**src/rtl/game_session_ctrl.sv**
```systemverilog
`default_nettype none
// ============================================================================
// Module   : game_session_ctrl
// Brief    : Melody-game session sequencer: clear, pattern load, start, and
//            debounced keypad forwarding with end-of-game / timeout close.
// Revision : 1.0 - initial release
// ============================================================================
module game_session_ctrl #(
    parameter logic [31:0] SEED         = 32'hACE1_2024,
    parameter int          DEBOUNCE_CYC = 250000,
    parameter int          TIMEOUT_CYC  = 1500000000
) (
    input  logic        clk,
    input  logic        reset,
    input  logic        start_btn,
    input  logic [3:0]  key_raw,
    input  logic        game_end_in,
    output logic        game_rst,
    output logic [31:0] data_out,
    output logic        write_enable,
    output logic        game_start,
    output logic [3:0]  keypad_out,
    output logic        keypad_enable,
    output logic        session_active,
    output logic        session_done,
    output logic        timed_out,
    output logic [7:0]  press_count
);

    localparam logic [31:0] c_SEED      = (SEED == 32'd0) ? 32'h0000_0001 : SEED;
    localparam logic [31:0] c_LFSR_TAPS = 32'h8020_0003;
    localparam logic [31:0] c_NOTE_MASK = 32'h7777_7777;
    localparam int          c_DB_W      = $clog2(DEBOUNCE_CYC + 1);
    localparam int          c_TO_W      = $clog2(TIMEOUT_CYC + 1);
    localparam logic [c_DB_W-1:0] c_DB_LAST = c_DB_W'(DEBOUNCE_CYC - 1);
    localparam logic [c_DB_W-1:0] c_DB_FULL = c_DB_W'(DEBOUNCE_CYC);
    localparam logic [c_TO_W-1:0] c_TO_LAST = c_TO_W'(TIMEOUT_CYC - 1);

    typedef enum logic [2:0] {
        S_IDLE = 3'd0,
        S_CLR  = 3'd1,
        S_LOAD = 3'd2,
        S_ARM  = 3'd3,
        S_PLAY = 3'd4,
        S_DONE = 3'd5
    } state_t;

    state_t r_state;
    state_t w_state_nxt;

    logic              r_start_s1, r_start_s2, r_start_q, r_start_evt;
    logic [3:0]        r_key_s1, r_key_s2;
    logic [31:0]       r_lfsr;
    logic [3:0]        r_db_level;
    logic [c_DB_W-1:0] r_db_cnt;
    logic              r_db_armed;
    logic [c_TO_W-1:0] r_to_cnt;

    logic w_db_stable, w_db_hit, w_press, w_fwd, w_to_expire;

    always_ff @(posedge clk or posedge reset) begin
        if (reset) begin
            r_start_s1  <= 1'b0;
            r_start_s2  <= 1'b0;
            r_start_q   <= 1'b0;
            r_start_evt <= 1'b0;
            r_key_s1    <= 4'd0;
            r_key_s2    <= 4'd0;
            r_lfsr      <= c_SEED;
        end else begin
            r_start_s1  <= start_btn;
            r_start_s2  <= r_start_s1;
            r_start_q   <= r_start_s2;
            r_start_evt <= r_start_s2 & ~r_start_q;
            r_key_s1    <= key_raw;
            r_key_s2    <= r_key_s1;
            r_lfsr      <= {1'b0, r_lfsr[31:1]} ^ (r_lfsr[0] ? c_LFSR_TAPS : 32'h0);
        end
    end

    // The counter saturates at DEBOUNCE_CYC so each stable period hits exactly once.
    assign w_db_stable = (r_key_s2 == r_db_level);
    assign w_db_hit    = w_db_stable && (r_db_cnt == c_DB_LAST);
    assign w_press     = w_db_hit && (r_db_level != 4'd0) && r_db_armed;
    assign w_fwd       = w_press && (r_state == S_PLAY) && (r_db_level <= 4'd8);
    assign w_to_expire = (r_state == S_PLAY) && (r_to_cnt == c_TO_LAST)
                         && !w_fwd && !game_end_in;

    always_ff @(posedge clk or posedge reset) begin
        if (reset) begin
            r_db_level <= 4'd0;
            r_db_cnt   <= '0;
            r_db_armed <= 1'b0;
        end else if (r_state == S_CLR) begin
            r_db_level <= 4'd0;
            r_db_cnt   <= '0;
            r_db_armed <= 1'b0;
        end else if (!w_db_stable) begin
            r_db_level <= r_key_s2;
            r_db_cnt   <= '0;
        end else begin
            if (r_db_cnt != c_DB_FULL) begin
                r_db_cnt <= r_db_cnt + 1'b1;
            end
            if (w_db_hit) begin
                r_db_armed <= (r_db_level == 4'd0);
            end
        end
    end

    always_ff @(posedge clk or posedge reset) begin
        if (reset) begin
            data_out      <= 32'd0;
            keypad_out    <= 4'd0;
            keypad_enable <= 1'b0;
            press_count   <= 8'd0;
            timed_out     <= 1'b0;
            r_to_cnt      <= '0;
        end else begin
            keypad_enable <= w_fwd;
            if (r_state == S_CLR) begin
                data_out    <= r_lfsr & c_NOTE_MASK;
                press_count <= 8'd0;
                timed_out   <= 1'b0;
                r_to_cnt    <= '0;
            end else begin
                if (w_fwd) begin
                    keypad_out <= r_db_level;
                    if (press_count != 8'hFF) begin
                        press_count <= press_count + 8'd1;
                    end
                end
                if (r_state == S_PLAY) begin
                    r_to_cnt <= w_fwd ? '0 : r_to_cnt + 1'b1;
                end
                if (w_to_expire) begin
                    timed_out <= 1'b1;
                end
            end
        end
    end

    always_ff @(posedge clk or posedge reset) begin
        if (reset) begin
            r_state <= S_IDLE;
        end else begin
            r_state <= w_state_nxt;
        end
    end

    always_comb begin
        w_state_nxt    = r_state;
        game_rst       = 1'b0;
        write_enable   = 1'b0;
        game_start     = 1'b0;
        session_active = 1'b0;
        session_done   = 1'b0;
        case (r_state)
            S_IDLE: if (r_start_evt) w_state_nxt = S_CLR;
            S_CLR: begin
                game_rst    = 1'b1;
                w_state_nxt = S_LOAD;
            end
            S_LOAD: begin
                write_enable = 1'b1;
                w_state_nxt  = S_ARM;
            end
            S_ARM: begin
                game_start  = 1'b1;
                w_state_nxt = S_PLAY;
            end
            S_PLAY: begin
                session_active = 1'b1;
                if (game_end_in || w_to_expire) w_state_nxt = S_DONE;
            end
            S_DONE: begin
                session_done = 1'b1;
                if (r_start_evt) w_state_nxt = S_CLR;
            end
            default: w_state_nxt = S_IDLE;
        endcase
    end

endmodule
`default_nettype wire

```
**config.mk**
```make
export PLATFORM = sky130hd
export DESIGN_NAME = game_session_ctrl
export DESIGN_NICKNAME = d
export VERILOG_FILES = /design/src/rtl/game_session_ctrl.sv
export SDC_FILE = /design/constraint.sdc
export NUM_CORES = 1
export LEC_CHECK = 0
export BUFFER_PORTS_ARGS = -buffer_cell sky130_fd_sc_hd__buf_2
export CAP_MARGIN = 15
export CORE_AREA = 2 2 102 114
export DETAILED_ROUTE_END_ITERATION = 6
export DIE_AREA = 0 0 104 116
export PLACE_DENSITY_LB_ADDON = 0.05
export SETUP_SLACK_MARGIN = 0.2
export SYNTH_ARGS = -nofsm -noshare
export SYNTH_HDL_FRONTEND = slang
export SYNTH_SLANG_ARGS = --single-unit
```
**constraint.sdc**
```tcl
create_clock -name clk -period 7.65 [get_ports clk]
set_input_delay 1.53 -clock clk [delete_from_list [all_inputs] [get_ports clk]]
set_output_delay 1.53 -clock clk [all_outputs]
set_load 0.05 [all_outputs]
```
Yosys cells after proc, flatten, opt, wreduce, memory -nomap -nowiden
Index checks and enable logic that the tools add are counted.
{"block": "totals", "out_inout_bits": 51, "wordCells": 89, "in_bits": 8, "ff_bits": 139}
{"block": "classes", "n_eq_ne": 14, "addsub": 3, "bitwise": 4, "mux": 25, "reduce_logical": 25, "n_lt_le_gt_ge": 1}
{"cell": "2-to-1 mux 31 bit", "count": 3}
{"cell": "2-to-1 mux 18 bit", "count": 3}
{"cell": "2-to-1 mux 32 bit", "count": 1}
{"cell": "bitwise XOR 31 x 32 -> 32 bit", "count": 1}
{"cell": "adder 31 x 1 -> 31 bit (second input constant)", "count": 1}
{"cell": "== test 31 bit (second input constant)", "count": 1}
{"cell": "2-to-1 mux 8 bit", "count": 3}
{"cell": "adder 18 x 1 -> 18 bit (second input constant)", "count": 1}
{"cell": "== test 18 bit (second input constant)", "count": 1}
{"cell": "!= test 18 bit (second input constant)", "count": 1}
{"cell": "case mux 3 bit (5 select lines)", "count": 1}
{"cell": "nonzero test 2 bit", "count": 6}
{"cell": "2-to-1 mux 1 bit", "count": 10}
{"cell": "adder 8 x 1 -> 8 bit (second input constant)", "count": 1}
{"cell": "logical AND 1 bit", "count": 8}
{"cell": "2-to-1 mux 4 bit", "count": 2}
{"cell": "!= test 8 bit (second input constant)", "count": 1}
{"cell": "AND reduction 2 bit", "count": 4}
{"cell": "== test 3 x 2 -> 1 bit (second input constant)", "count": 2}
{"cell": "== test 3 bit (second input constant)", "count": 2}
{"cell": "2-to-1 mux 3 bit", "count": 2}
{"cell": "!= test 2 x 1 -> 1 bit (second input constant)", "count": 3}
{"cell": "== test 4 bit", "count": 1}
{"cell": "less-or-equal comparator 4 bit (second input constant)", "count": 1}
{"cell": "other kinds (10)", "count": 12}

Logic depth before layout (Yosys ltp)
{"block": "depth", "depth_word": 12, "ltp_mapped": 8, "mapped_depth_nobuf": 6}

Least setup slack after synthesis
No wires, ideal clock.
{"block": "synth_path", "path_kind": "reg-to-output", "start": "register r_state[0]", "end": "output game_rst", "arrival_time_ns": 1.802, "path_slack_ns": 4.318, "path_stages_with_launch": 7, "required_ns": 6.120, "path_buffers": 3, "path_cell_list": "dfrtp_1 buf_2 inv_1 or3_1 clkbuf_1 inv_1 buf_1"}
{"block": "synth_via", "elab_chain_len": 2}
{"item": "from (decl)", "line_no": "48", "source": "state_t r_state;"}
{"item": "from (signal assigned)", "line_no": "147", "source": "r_state <= w_state_nxt;"}
{"item": "== test 3 x 1 -> 1 bit", "line_no": "158", "source": "case (r_state)"}
{"item": "2-to-1 mux 1 bit", "line_no": "158"}
{"item": "to (decl)", "line_no": "18", "source": "output logic game_rst,"}
Every way passes these cells.

Worst setup path after layout
Same ends and word-level chain as after synthesis.

==> run metrics <==
outcome complete, no violations; multi-input logic area 2200 µm²; Filler Cell Count 948; standard cell core area 10800 µm²; post-synthesis average cell area 10.5 µm²; width of the die 104 µm; Clock H-tree levels 4; worst hold endpoint r_key_s2[3]$_DFF_PP0_; number of routed nets with antenna violations 0; TritonCTS clock tree yes; number of gates given a new drive strength after cts 0; post-route worst setup slack 3.50 ns; count of flip-flops with a built-in enable after synthesis 0; total gr overflow 0; DR pass1 iterations 5; Crit Reg-Reg Startpoint r_db_cnt[0]$_DFFE_PP0P_; Max Fclk 0.241 GHz; wire length of the first global-routing pass 20.4 mm; leading cell type in the layout, fill and taps excluded dfrtp_1; maximum count of clock buffers along a single path 2; Crit Path Category reg2out; Die Outline Area 12100 µm²; Synth-to-Final Area Change 15.7%; worst max-slew margin expressed relative to the limit 0.309; proportion of layout cells with a drive suffix above 1 0.181; Top FF cell, synth dfrtp_1; final clock period utilization by the worst path 0.542; Async SR Flop Fraction 1.00; clock skew after layout 0.0128 ns; end of the worst register-to-register path r_to_cnt[15]$_DFFE_PP0P_; drc violations 0; count of yosys warnings during synthesis 0; cell area after synthesis 5870 µm²; pin count of the biggest net entering global routing 73; Num CTS Buffers 17; Antenna diodes 0; Max-Cap Viols 0; clock latency on the worst-skew pair 0.43 ns; largest vdd supply drop 0.201 mV; logic depth of the worst register-to-register path 6; Hold Worst Slack 0.348 ns; total number of clock tree sinks 139; mux cell area share after synthesis 0.0145; power consumption 0.00183 W; synthesized-area fraction occupied by ao, oa, aoi and oai cells 0.0454; fraction of the yosys area taken by sequential cells 0.594; synthesized netlist cell count 557; number of synthesized register bits 139; maximum net fanout on the critical path 33; reg2reg setup slack 4.60 ns; via count normalized by instance count 5.50; Power Dens Cells 269 nW/µm²; synth unique cells 52; total detailed-routing wirelength 12.0 mm; routed wire length per instance 15.6 µm; number of buffer cells added on primary ports 50; main combinational cell family by area after synthesis simple AND/OR/NAND/NOR gates; number of top-level pins 59; Hold Vio Cnt, Final 0; hold buffer count at CTS 0; initial antenna violation count 0; net total in the final layout 619; count of final setup violators 0; adder-cell share of the synthesized area 0.00852; drt first-iter violations 261; Min-Delay Startpoint r_key_s1[3]$_DFF_PP0_; accumulated negative setup slack 0 ns; register area 3490 µm²; WP data required 6.12 ns; type of element capturing the critical path primary output; global routing usage summed across all routing layers 0.215; setup repair after global routing missed its margin no; final number of max-transition violations 0; Worst Setup Start Kind register; synthesized-area fraction occupied by and/or/nand/nor cells 0.244; Die H 116 µm; Final Critical Period 4.15 ns; Vias 4222; row count 40; starting density of the core 0.543; worst slack at placement 3.94 ns; register clock-pin slew on the reported worst setup and hold paths 0.06 ns; data arrival at the endpoint of the critical path 2.62 ns; path type of the worst min-delay path reg2reg; number of buffers added for setup after CTS 0; clock tree root driver cell clkbuf_16; commonest cells after routing, fill and taps aside dfrtp_1 (128), nand2_1 (99), buf_2 (50); instance count along the most critical hold path 0; leakage power 3.23 nW; via count of the first global-routing pass 4169; xor-xnor portion of the synthesized cell area 0.0581; Final HPWL DP 7.63 mm; Final Wtd Congestion 0.785; transition time at the pin with the least slew margin 1.04 ns
==> registers in the layout (all words and copies together) (netlist names), 3 cells and up <==
name and cells:
r_lfsr 32, r_to_cnt 31, data_out 24, r_db_cnt 18, press_count 8, keypad_out 4
r_db_level 4, r_key_s1 4, r_key_s2 4, r_state 3
==> synth_stat cells (2+ instances only) <==
master,count,area [µm²]
a21oi_1,16,80.1
a31oi_1,2,12.5
and2_1,7,43.8
and3_1,10,62.6
and4_1,5,43.8
buf_1,3,11.3
buf_4,8,60.1
clkbuf_1,18,67.6
dfrtp_1,128,3200
dfstp_2,11,289
ha_1,4,50.1
inv_1,16,60.1
mux2_2,4,45.0
mux2i_1,4,40.0
nand2_1,99,372
nand2b_1,4,25.0
nand3_1,24,120
nand4_1,28,175
nand4b_1,2,17.5
nor2_1,47,176
nor3_1,6,30.0
nor3b_1,2,15.0
nor4_1,8,50.1
nor4_4,2,42.5
nor4b_1,4,35.0
o21ai_0,9,45.0
o311ai_0,3,26.3
o31ai_1,6,45.0
or2_2,3,18.8
or3_1,11,68.8
or4_1,4,30.0
or4b_2,2,20.0
xnor2_1,13,114
xor2_1,26,228
==> per-layer routing <==
layer / wire [µm] / global-route usage / up-vias / part of all wire
met5: 0 / 0 / - / 0
met4: 217 / 0.0946 / 0 / 0.018
met3: 480 / 0.0568 / 19 / 0.040
met2: 5760 / 0.337 / 89 / 0.48
met1: 5530 / 0.286 / 2106 / 0.46
li1: - / - / 2008 / -
==> power breakdown <==
group	internal, W	switching, W	total (W)	leakage [nW]
clock network	0.000467	0.000316	0.000783	0.277
registers	0.000760	0.0000322	0.000792	1.86
logic	0.0000535	0.000202	0.000255	1.09
==> worst max-delay path by stage <==
stage | start | end | slack, ns | cells after the start
after CTS | r_state[0]$_DFFE_PP0P_ | game_rst | 3.49 | 4
after floorplan | reset | data_out[0]$_DFFE_PP0P_ | 2.41 | 1
after global placement | r_state[0]$_DFFE_PP0P_ | game_rst | 4.02 | 4
after global routing | r_state[0]$_DFFE_PP0P_ | game_rst | 3.35 | 4
final | r_state[0]$_DFFE_PP0P_ | game_rst | 3.50 | 4
after detailed placement | r_state[0]$_DFFE_PP0P_ | game_rst | 3.94 | 4
==> logic make-up after synthesis <==
kind of cell,after synthesis
AO/OA/AOI/OAI,43
XOR/XNOR,39
adder cells (fa/ha/maj),4
buffers and inverters,46
flip-flops,139
multiplexers,8
other,1
AND/OR/NAND/NOR,277
==> worst max-delay path, stage by stage, from the launching register on <==
cell     delay, ns
dfrtp_1       0.49
inv_1         0.11
or3_1         0.40
inv_1         0.77
buf_2         0.41
==> per-stage QoR <==
step,std cells,cell area [µm²],utilization
finish,767,6800,0.629
global route,767,6800,0.629
CTS,767,6800,0.629
detailed placement,735,6230,0.576
global placement,735,6230,0.576
floorplan,564,5900,-
==> area by class of cell <==
| class | instances | area share |
|---|---|---|
| flip-flops and latches | 139 | 0.514 |
| clock buffers | 20 | 0.0672 |
| clock inverters | 12 | 0.0171 |
| multi-input cells | 379 | 0.324 |
| inverters | 16 | 0.00957 |
| well taps | 147 | 0.0271 |
| repair buffers | 54 | 0.0412 |
Power figures use the tool's default switching activity.
